$ cat src/rtl/spi_flash_responder.sv
`default_nettype none
// ============================================================================
// Module   : spi_flash_responder
// Purpose  : SPI mode-0 target that stands in for the serial NOR flash read
//            by the flash-loader. It oversamples SCK/MOSI/CS in the clk
//            domain. It decodes READ (0x03) and JEDEC-ID (0x9F) and serves
//            read data from an external byte-wide memory with a fixed
//            1-clk read latency.
// Ports    : clk, rst            - system clock, async active-high reset
//            flash_clk/mosi/cs   - SPI controller pins (SCK idle low, CS low)
//            flash_miso          - responder data, updated after SCK falls
//            mem_rd_en/mem_addr  - one-cycle read strobe and byte address
//            mem_data            - read byte, valid 1 clk after mem_rd_en
//            active              - transaction selected (synchronized CS low)
//            bytes_served        - completed READ data bytes since reset
// Revision : 1.0 - initial release
// ============================================================================
module spi_flash_responder #(
    parameter int unsigned MEM_ADDR_BITWIDTH = 21,
    parameter logic [23:0] JEDEC_ID          = 24'hEF4016
) (
    input  logic                         clk,
    input  logic                         rst,
    input  logic                         flash_clk,
    input  logic                         flash_mosi,
    input  logic                         flash_cs,
    output logic                         flash_miso,
    output logic                         mem_rd_en,
    output logic [MEM_ADDR_BITWIDTH-1:0] mem_addr,
    input  logic [7:0]                   mem_data,
    output logic                         active,
    output logic [31:0]                  bytes_served
);

    localparam logic [2:0] c_ST_IDLE   = 3'd0;
    localparam logic [2:0] c_ST_CMD    = 3'd1;
    localparam logic [2:0] c_ST_ADDR   = 3'd2;
    localparam logic [2:0] c_ST_DATA   = 3'd3;
    localparam logic [2:0] c_ST_ID     = 3'd4;
    localparam logic [2:0] c_ST_IGNORE = 3'd5;

    localparam logic [7:0] c_CMD_READ  = 8'h03;
    localparam logic [7:0] c_CMD_JEDEC = 8'h9F;

    // ------------------------------------------------------------------
    // Pin synchronizers: bit[1] is the synchronized level, bit[2] the
    // delayed copy used for edge detection.
    // ------------------------------------------------------------------
    logic [2:0] sck_sync_q,  sck_sync_d;
    logic [2:0] mosi_sync_q, mosi_sync_d;
    logic [2:0] cs_sync_q,   cs_sync_d;

    // Transaction state
    logic [2:0]                   state_q,     state_d;
    logic [4:0]                   bit_cnt_q,   bit_cnt_d;
    logic [22:0]                  rx_shift_q,  rx_shift_d;
    logic [7:0]                   tx_shift_q,  tx_shift_d;
    logic [23:0]                  addr_q,      addr_d;
    logic [7:0]                   next_byte_q, next_byte_d;
    logic [1:0]                   id_idx_q,    id_idx_d;
    logic                         byte_done_q, byte_done_d;
    logic                         cap_pend_q,  cap_pend_d;
    logic                         miso_q,      miso_d;
    logic                         rd_en_q,     rd_en_d;
    logic [MEM_ADDR_BITWIDTH-1:0] mem_addr_q,  mem_addr_d;
    logic                         active_q,    active_d;
    logic [31:0]                  bytes_q,     bytes_d;

    logic        w_sck_rise;
    logic        w_sck_fall;
    logic        w_cs_fall;
    logic        w_cs_rise;
    logic        w_mosi;
    logic [7:0]  w_rx_byte;
    logic [23:0] w_rx_addr;
    logic [23:0] w_addr_inc;
    logic [7:0]  w_id_byte;
    logic [7:0]  w_out_byte;

    assign w_sck_rise = sck_sync_q[1] & ~sck_sync_q[2];
    assign w_sck_fall = ~sck_sync_q[1] & sck_sync_q[2];
    assign w_cs_fall  = ~cs_sync_q[1] & cs_sync_q[2];
    assign w_cs_rise  = cs_sync_q[1] & ~cs_sync_q[2];
    assign w_mosi     = mosi_sync_q[1];

    // Value of the shift register including the bit arriving on this rise
    assign w_rx_byte  = {rx_shift_q[6:0], w_mosi};
    assign w_rx_addr  = {rx_shift_q, w_mosi};
    assign w_addr_inc = addr_q + 24'd1;   // natural 24-bit wrap

    // JEDEC bytes MSB-first; anything past the third byte reads as zero
    always_comb begin
        w_id_byte = 8'h00;
        case (id_idx_q)
            2'd0:    w_id_byte = JEDEC_ID[23:16];
            2'd1:    w_id_byte = JEDEC_ID[15:8];
            2'd2:    w_id_byte = JEDEC_ID[7:0];
            default: w_id_byte = 8'h00;
        endcase
    end

    assign w_out_byte = (state_q == c_ST_DATA) ? next_byte_q : w_id_byte;

    // ------------------------------------------------------------------
    // Next-state logic
    // ------------------------------------------------------------------
    always_comb begin
        sck_sync_d  = {sck_sync_q[1:0],  flash_clk};
        mosi_sync_d = {mosi_sync_q[1:0], flash_mosi};
        cs_sync_d   = {cs_sync_q[1:0],   flash_cs};

        state_d     = state_q;
        bit_cnt_d   = bit_cnt_q;
        rx_shift_d  = rx_shift_q;
        tx_shift_d  = tx_shift_q;
        addr_d      = addr_q;
        id_idx_d    = id_idx_q;
        byte_done_d = byte_done_q;
        miso_d      = miso_q;
        rd_en_d     = 1'b0;
        mem_addr_d  = mem_addr_q;
        active_d    = active_q;
        bytes_d     = bytes_q;

        // Read data arrives the cycle after the strobe; latch it one
        // cycle later into the prefetch buffer.
        cap_pend_d  = rd_en_q;
        next_byte_d = cap_pend_q ? mem_data : next_byte_q;

        if (w_cs_fall) begin
            // CS fall wins over any SCK event seen in the same cycle
            state_d     = c_ST_CMD;
            active_d    = 1'b1;
            bit_cnt_d   = 5'd0;
            byte_done_d = 1'b0;
            miso_d      = 1'b0;
        end else if (w_cs_rise) begin
            // A byte whose 8th rise happened but whose following fall
            // never came (SCK and CS released together) still counts.
            if (state_q == c_ST_DATA && byte_done_q) begin
                bytes_d = bytes_q + 32'd1;
            end
            state_d     = c_ST_IDLE;
            active_d    = 1'b0;
            miso_d      = 1'b0;
            byte_done_d = 1'b0;
            cap_pend_d  = 1'b0;   // drop any in-flight prefetch
        end else begin
            case (state_q)
                c_ST_IDLE: begin
                    miso_d = 1'b0;
                end

                c_ST_CMD: begin
                    if (w_sck_rise) begin
                        rx_shift_d = {rx_shift_q[21:0], w_mosi};
                        bit_cnt_d  = bit_cnt_q + 5'd1;
                        if (bit_cnt_q == 5'd7) begin
                            bit_cnt_d = 5'd0;
                            if (w_rx_byte == c_CMD_READ) begin
                                state_d = c_ST_ADDR;
                            end else if (w_rx_byte == c_CMD_JEDEC) begin
                                state_d  = c_ST_ID;
                                id_idx_d = 2'd0;
                            end else begin
                                state_d = c_ST_IGNORE;
                            end
                        end
                    end
                end

                c_ST_ADDR: begin
                    if (w_sck_rise) begin
                        rx_shift_d = {rx_shift_q[21:0], w_mosi};
                        bit_cnt_d  = bit_cnt_q + 5'd1;
                        if (bit_cnt_q == 5'd23) begin
                            addr_d      = w_rx_addr;
                            rd_en_d     = 1'b1;
                            mem_addr_d  = w_rx_addr[MEM_ADDR_BITWIDTH-1:0];
                            bit_cnt_d   = 5'd0;
                            byte_done_d = 1'b0;
                            state_d     = c_ST_DATA;
                        end
                    end
                end

                c_ST_DATA, c_ST_ID: begin
                    if (w_sck_rise) begin
                        // MOSI is don't-care here; only the bit position moves
                        bit_cnt_d = {2'b00, bit_cnt_q[2:0] + 3'd1};
                        if (bit_cnt_q[2:0] == 3'd7) begin
                            byte_done_d = 1'b1;
                        end
                    end else if (w_sck_fall) begin
                        if (bit_cnt_q == 5'd0) begin
                            // Byte boundary: present the next byte's MSB
                            miso_d     = w_out_byte[7];
                            tx_shift_d = {w_out_byte[6:0], 1'b0};
                            if (state_q == c_ST_DATA) begin
                                addr_d     = w_addr_inc;
                                rd_en_d    = 1'b1;
                                mem_addr_d = w_addr_inc[MEM_ADDR_BITWIDTH-1:0];
                                if (byte_done_q) begin
                                    bytes_d = bytes_q + 32'd1;
                                end
                            end else if (id_idx_q != 2'd3) begin
                                id_idx_d = id_idx_q + 2'd1;
                            end
                            byte_done_d = 1'b0;
                        end else begin
                            miso_d     = tx_shift_q[7];
                            tx_shift_d = {tx_shift_q[6:0], 1'b0};
                        end
                    end
                end

                c_ST_IGNORE: begin
                    miso_d = 1'b0;
                end

                default: begin
                    state_d = c_ST_IDLE;
                    miso_d  = 1'b0;
                end
            endcase
        end
    end

    // ------------------------------------------------------------------
    // Registers. CS synchronizer resets to "low" so that a CS already
    // asserted when reset is released does not look like a fresh fall.
    // ------------------------------------------------------------------
    always_ff @(posedge clk or posedge rst) begin
        if (rst) begin
            sck_sync_q  <= 3'b000;
            mosi_sync_q <= 3'b000;
            cs_sync_q   <= 3'b000;
            state_q     <= c_ST_IDLE;
            bit_cnt_q   <= 5'd0;
            rx_shift_q  <= 23'd0;
            tx_shift_q  <= 8'd0;
            addr_q      <= 24'd0;
            next_byte_q <= 8'd0;
            id_idx_q    <= 2'd0;
            byte_done_q <= 1'b0;
            cap_pend_q  <= 1'b0;
            miso_q      <= 1'b0;
            rd_en_q     <= 1'b0;
            mem_addr_q  <= '0;
            active_q    <= 1'b0;
            bytes_q     <= 32'd0;
        end else begin
            sck_sync_q  <= sck_sync_d;
            mosi_sync_q <= mosi_sync_d;
            cs_sync_q   <= cs_sync_d;
            state_q     <= state_d;
            bit_cnt_q   <= bit_cnt_d;
            rx_shift_q  <= rx_shift_d;
            tx_shift_q  <= tx_shift_d;
            addr_q      <= addr_d;
            next_byte_q <= next_byte_d;
            id_idx_q    <= id_idx_d;
            byte_done_q <= byte_done_d;
            cap_pend_q  <= cap_pend_d;
            miso_q      <= miso_d;
            rd_en_q     <= rd_en_d;
            mem_addr_q  <= mem_addr_d;
            active_q    <= active_d;
            bytes_q     <= bytes_d;
        end
    end

    assign flash_miso   = miso_q;
    assign mem_rd_en    = rd_en_q;
    assign mem_addr     = mem_addr_q;
    assign active       = active_q;
    assign bytes_served = bytes_q;

endmodule
`default_nettype wire

$ cat config.mk
export PLATFORM = sky130hd
export DESIGN_NAME = spi_flash_responder
export DESIGN_NICKNAME = d
export VERILOG_FILES = /design/src/rtl/spi_flash_responder.sv
export SDC_FILE = /design/constraint.sdc
export NUM_CORES = 1
export LEC_CHECK = 0
export CAP_MARGIN = 0
export CORE_MARGIN = 1
export CORE_UTILIZATION = 52
export CTS_BUF_LIST = sky130_fd_sc_hd__clkbuf_8
export CTS_CLUSTER_DIAMETER = 30
export DETAILED_ROUTE_END_ITERATION = 12
export GPL_TIMING_DRIVEN = 0
export PLACE_DENSITY_LB_ADDON = 0.15
export SYNTH_ARGS = -nofsm -noshare
export SYNTH_HDL_FRONTEND = slang
export SYNTH_SLANG_ARGS = --single-unit
$ cat constraint.sdc
create_clock -name clk -period 3.8 [get_ports clk]
set_input_delay 0.76 -clock clk [delete_from_list [all_inputs] [get_ports clk]]
set_output_delay 0.76 -clock clk [all_outputs]
set_load 0.01 [all_outputs]
==> impl_metrics.tcl <==
set metrics [dict create \
    antenna_found_initial 0 \
    grt_usage_pct 24.2 \
    synth_cells 539 \
    post_cts_resized 0 \
    ys_warn_count 0 \
    cts_hold_buf 0 \
    reg2reg_depth 7 \
    routed_wl_um 12500 \
    cp_max_fo 10 \
    crit_path_end "addr_q[9]" \
    overflow 0 \
    die_area_um2 11100 \
    cp_slowest_cell "or4_1" \
    fin_crit_sh_pct 67.3 \
    cts-htree-levels 3 \
    worst_skew_pair.late_latency_ns 0.40 \
    finalPower_mw 3.02 \
    hpwlAfterDp_um 8790 \
    cts_setup_buffers 0 \
    synth_top_area_share_pct 50.1 \
    crit_chain "ha_1 > nor2_1 > nand3b_1 > or2_1 > clkbuf_1 > or4_1 > nand3_1" \
    synth_top_cell_by_area "dfrtp_1" \
    p_per_area_nw_per_um2 457 \
    cp.arrival_ns 2.89 \
    irDropWorstVdd_mv 0.319 \
    critPathLaunchType "flop" \
    die_w_um 105 \
    syn_nets 565 \
    fin_skew_ns 0.0148 \
    io_pins 69 \
    drv_cap 0 \
    synth.area.top_cells "dfrtp_1 (50%), mux2_2 (6.9%), a21oi_1 (3.9%)" \
    hold_violations 0 \
    cp-end-kind "flop" \
    yosysSeqAreaShare_pct 50.1 \
    r2r-end "addr_q[9]" \
    antenna_left 0 \
    gp_congestion 0.906 \
    status "finished clean" \
    grt_pass1_vias 4321 \
    worstSetupPathType "flop to flop" \
    num_vias 4470 \
    insertedDiodeCount 0 \
    drive_gt1_share_pct 11.4 \
    initialDrtViolationCount 289 \
    viasPerCell 5.88 \
    cpLargestDelayFamily "simple AND/OR/NAND/NOR gates" \
    cp.depth 7 \
    cts.clk_slew.worst_paths_ns 0.11 \
    routedWlPerCell_um 16.5 \
    synth_edf_count 0 \
    max_freq_ghz 0.391 \
    drc 0 \
    stdcell_count 760 \
    grt_setup_unrepaired "no" \
    nets 645 \
    cts_sinks 111 \
    hold_path_class "flop to flop" \
    r2r_start "cs_sync_q[1]" \
    critPathMaxStageDelay_ns 0.55 \
    ys_async_sr_fraction_pct 100 \
    cellLeakagePower_nw 2.91 \
    synth-main-ff-cell "dfrtp_1" \
    io_buffers 68 \
    setup_viol 0 \
    rrSetupSlack_ns 1.24 \
    relSlewSlack_pct 48.6 \
    dr.pass1.iters 5 \
    dpl.cell_count 744 \
    core_um2 10300 \
    synth.distinct_cells 63 \
    synth_area_per_cell_um2 10.3 \
    rows 37 \
    clockBufferDepth 2 \
    syn_area_um2 5550 \
    ys_seq_elements 111 \
    syn_to_final_growth_pct 19.3 \
    numCtsBuffers 9 \
    path_buf_inv 1 \
    grt_pass1_wl_um 21300 \
    grt_max_degree 68 \
    worstSetupStartpoint "cs_sync_q[1]" \
    critical_path_required_ns 4.13 \
    min_period_ns 2.56 \
    worst_pin_slew_ns 0.769 \
    slew_viol_final 0 \
    cts_tree "done" \
    start_util_pct 53.8 \
    cts-root-buf "clkbuf_8" \
    die_y_um 105 \
]
-- registers in the layout, summed over array words and instances (netlist names) --
signal and flops:
state_q 3, active 1, tx_shift_q 7, id_idx_q 2, next_byte_q 8, cs_sync_q 3, flash_miso 1, mem_rd_en 1
bytes_served 32, sck_sync_q 3, mosi_sync_q 2, bit_cnt_q 5, addr_q 21, byte_done_q 1, rx_shift_q 20, cap_pend_q 1
-- worst min-delay path by stage --
stage,from,end,slack (ns),depth (start not counted)
3_3_place_gp,mosi_sync_q[0],mosi_sync_q[1],0.33,0
5_1_grt,sck_sync_q[0],sck_sync_q[1],0.37,0
6_report,cs_sync_q[0],cs_sync_q[1],0.36,0
3_5_place_dp,cs_sync_q[0],cs_sync_q[1],0.34,0
4_1_cts,cs_sync_q[0],cs_sync_q[1],0.36,0
2_1_floorplan,cs_sync_q[0],cs_sync_q[1],0.33,0
-- synth_stat cells, drive strengths merged (2+ instances only) --
master,instances
a21o,2
clkbuf,17
a311o,2
nand4,10
a21oi,44
nand2,57
nand3b,2
and2,5
nor3,16
dfrtp,111
o211a,2
buf,6
nand2b,4
a32oi,2
o21ai,30
and3,9
inv,18
or3,3
a2bb2oi,4
xor2,14
a22o,3
a31oi,5
o2111ai,2
nand3,29
o22ai,6
o21bai,2
nor2,22
mux2,34
a31o,4
or4,4
o32ai,3
ha,13
xnor2,18
nor2b,4
or3b,3
nor4,5
and4,3
nor3b,3
a21boi,2
-- placed cells by master (no fill, tap or decap), types with 3 or more instances in the layout --
cell type and n:
a2bb2oi_1 4, nor2b_1 4, a22o_1 3, a31o_2 4, buf_2 3, nor3b_1 3, and3_1 9, nand2_1 57
clkbuf_8 10, and4_1 3, o32ai_1 3, nor3_1 15, xor2_1 14, nand3_1 28, o22ai_1 6, nor4_1 3
or3_1 3, inv_6 3, a21oi_1 43, or4_1 4, nand2b_1 4, nor2_1 22, inv_1 17, clkbuf_1 17
and2_1 5, dfrtp_1 111, a31oi_1 5, mux2_2 34, o21ai_0 30, clkdlybuf4s50_1 68, ha_1 13, xnor2_1 18
nand4_1 10
-- cell families (layout without fill, tap and decap cells) --
family | after synthesis | after routing | share of synthesized area [%]
compound gates | 121 | 121 | 13.6
mux | 35 | 35 | 7.08
flops | 111 | 111 | 50.1
buf+inv | 41 | 126 | 3.04
simple gates | 186 | 186 | 18.3
fa+ha+maj | 13 | 13 | 2.93
xor+xnor | 32 | 32 | 5.05
-- per-stage QoR --
stage	worst slack, ns	util [%]	TNS, ns	area, um^2	hold WS, ns
5_1_grt	0.990	64.1	0	6620	0.371
4_1_cts	1.26	64.1	0	6620	0.362
3_5_place_dp	1.29	62.3	0	6430	0.336
2_1_floorplan	0.109	-	0	5550	0.331
3_3_place_gp	-1.41	62.0	-155.94	6400	0.332
6_report	1.24	64.1	0	6620	0.360
-- routing by layer --
| metal | routed length (um) | vias to the layer above | track usage, % | part of all wire (%) |
|---|---|---|---|---|
| met3 | 822 | 11 | 6.49 | 6.6 |
| met5 | 0 | - | 0 | 0 |
| met4 | 127 | 0 | 7.24 | 1.0 |
| li1 | - | 2105 | - | - |
| met1 | 5640 | 2202 | 32.7 | 45 |
| met2 | 5940 | 152 | 38.3 | 47 |
-- worst register-to-register path, delay by kind of cell (launching register included) --
kind	cells	cell delay (ns)
and+or+nand+nor	5	1.52
DFF	1	0.41
adders and majority gates	1	0.31
buffers and inverters	1	0.25
-- final cells by class --
class	count	area, um^2
plain buffers	23	101
clock buffers	10	138
clock inverters	6	51.3
fillers	837	3700
inverters	18	70.1
multi-input cells	387	2600
flip-flops and latches	111	2780
well taps	136	170
repair buffers	69	708
-- report_power, final --
group	switching (mW)	internal, mW
sequential	0.139	1.31
combinational	0.475	0.401
clock	0.430	0.266
Power figures use the tool's default switching activity.
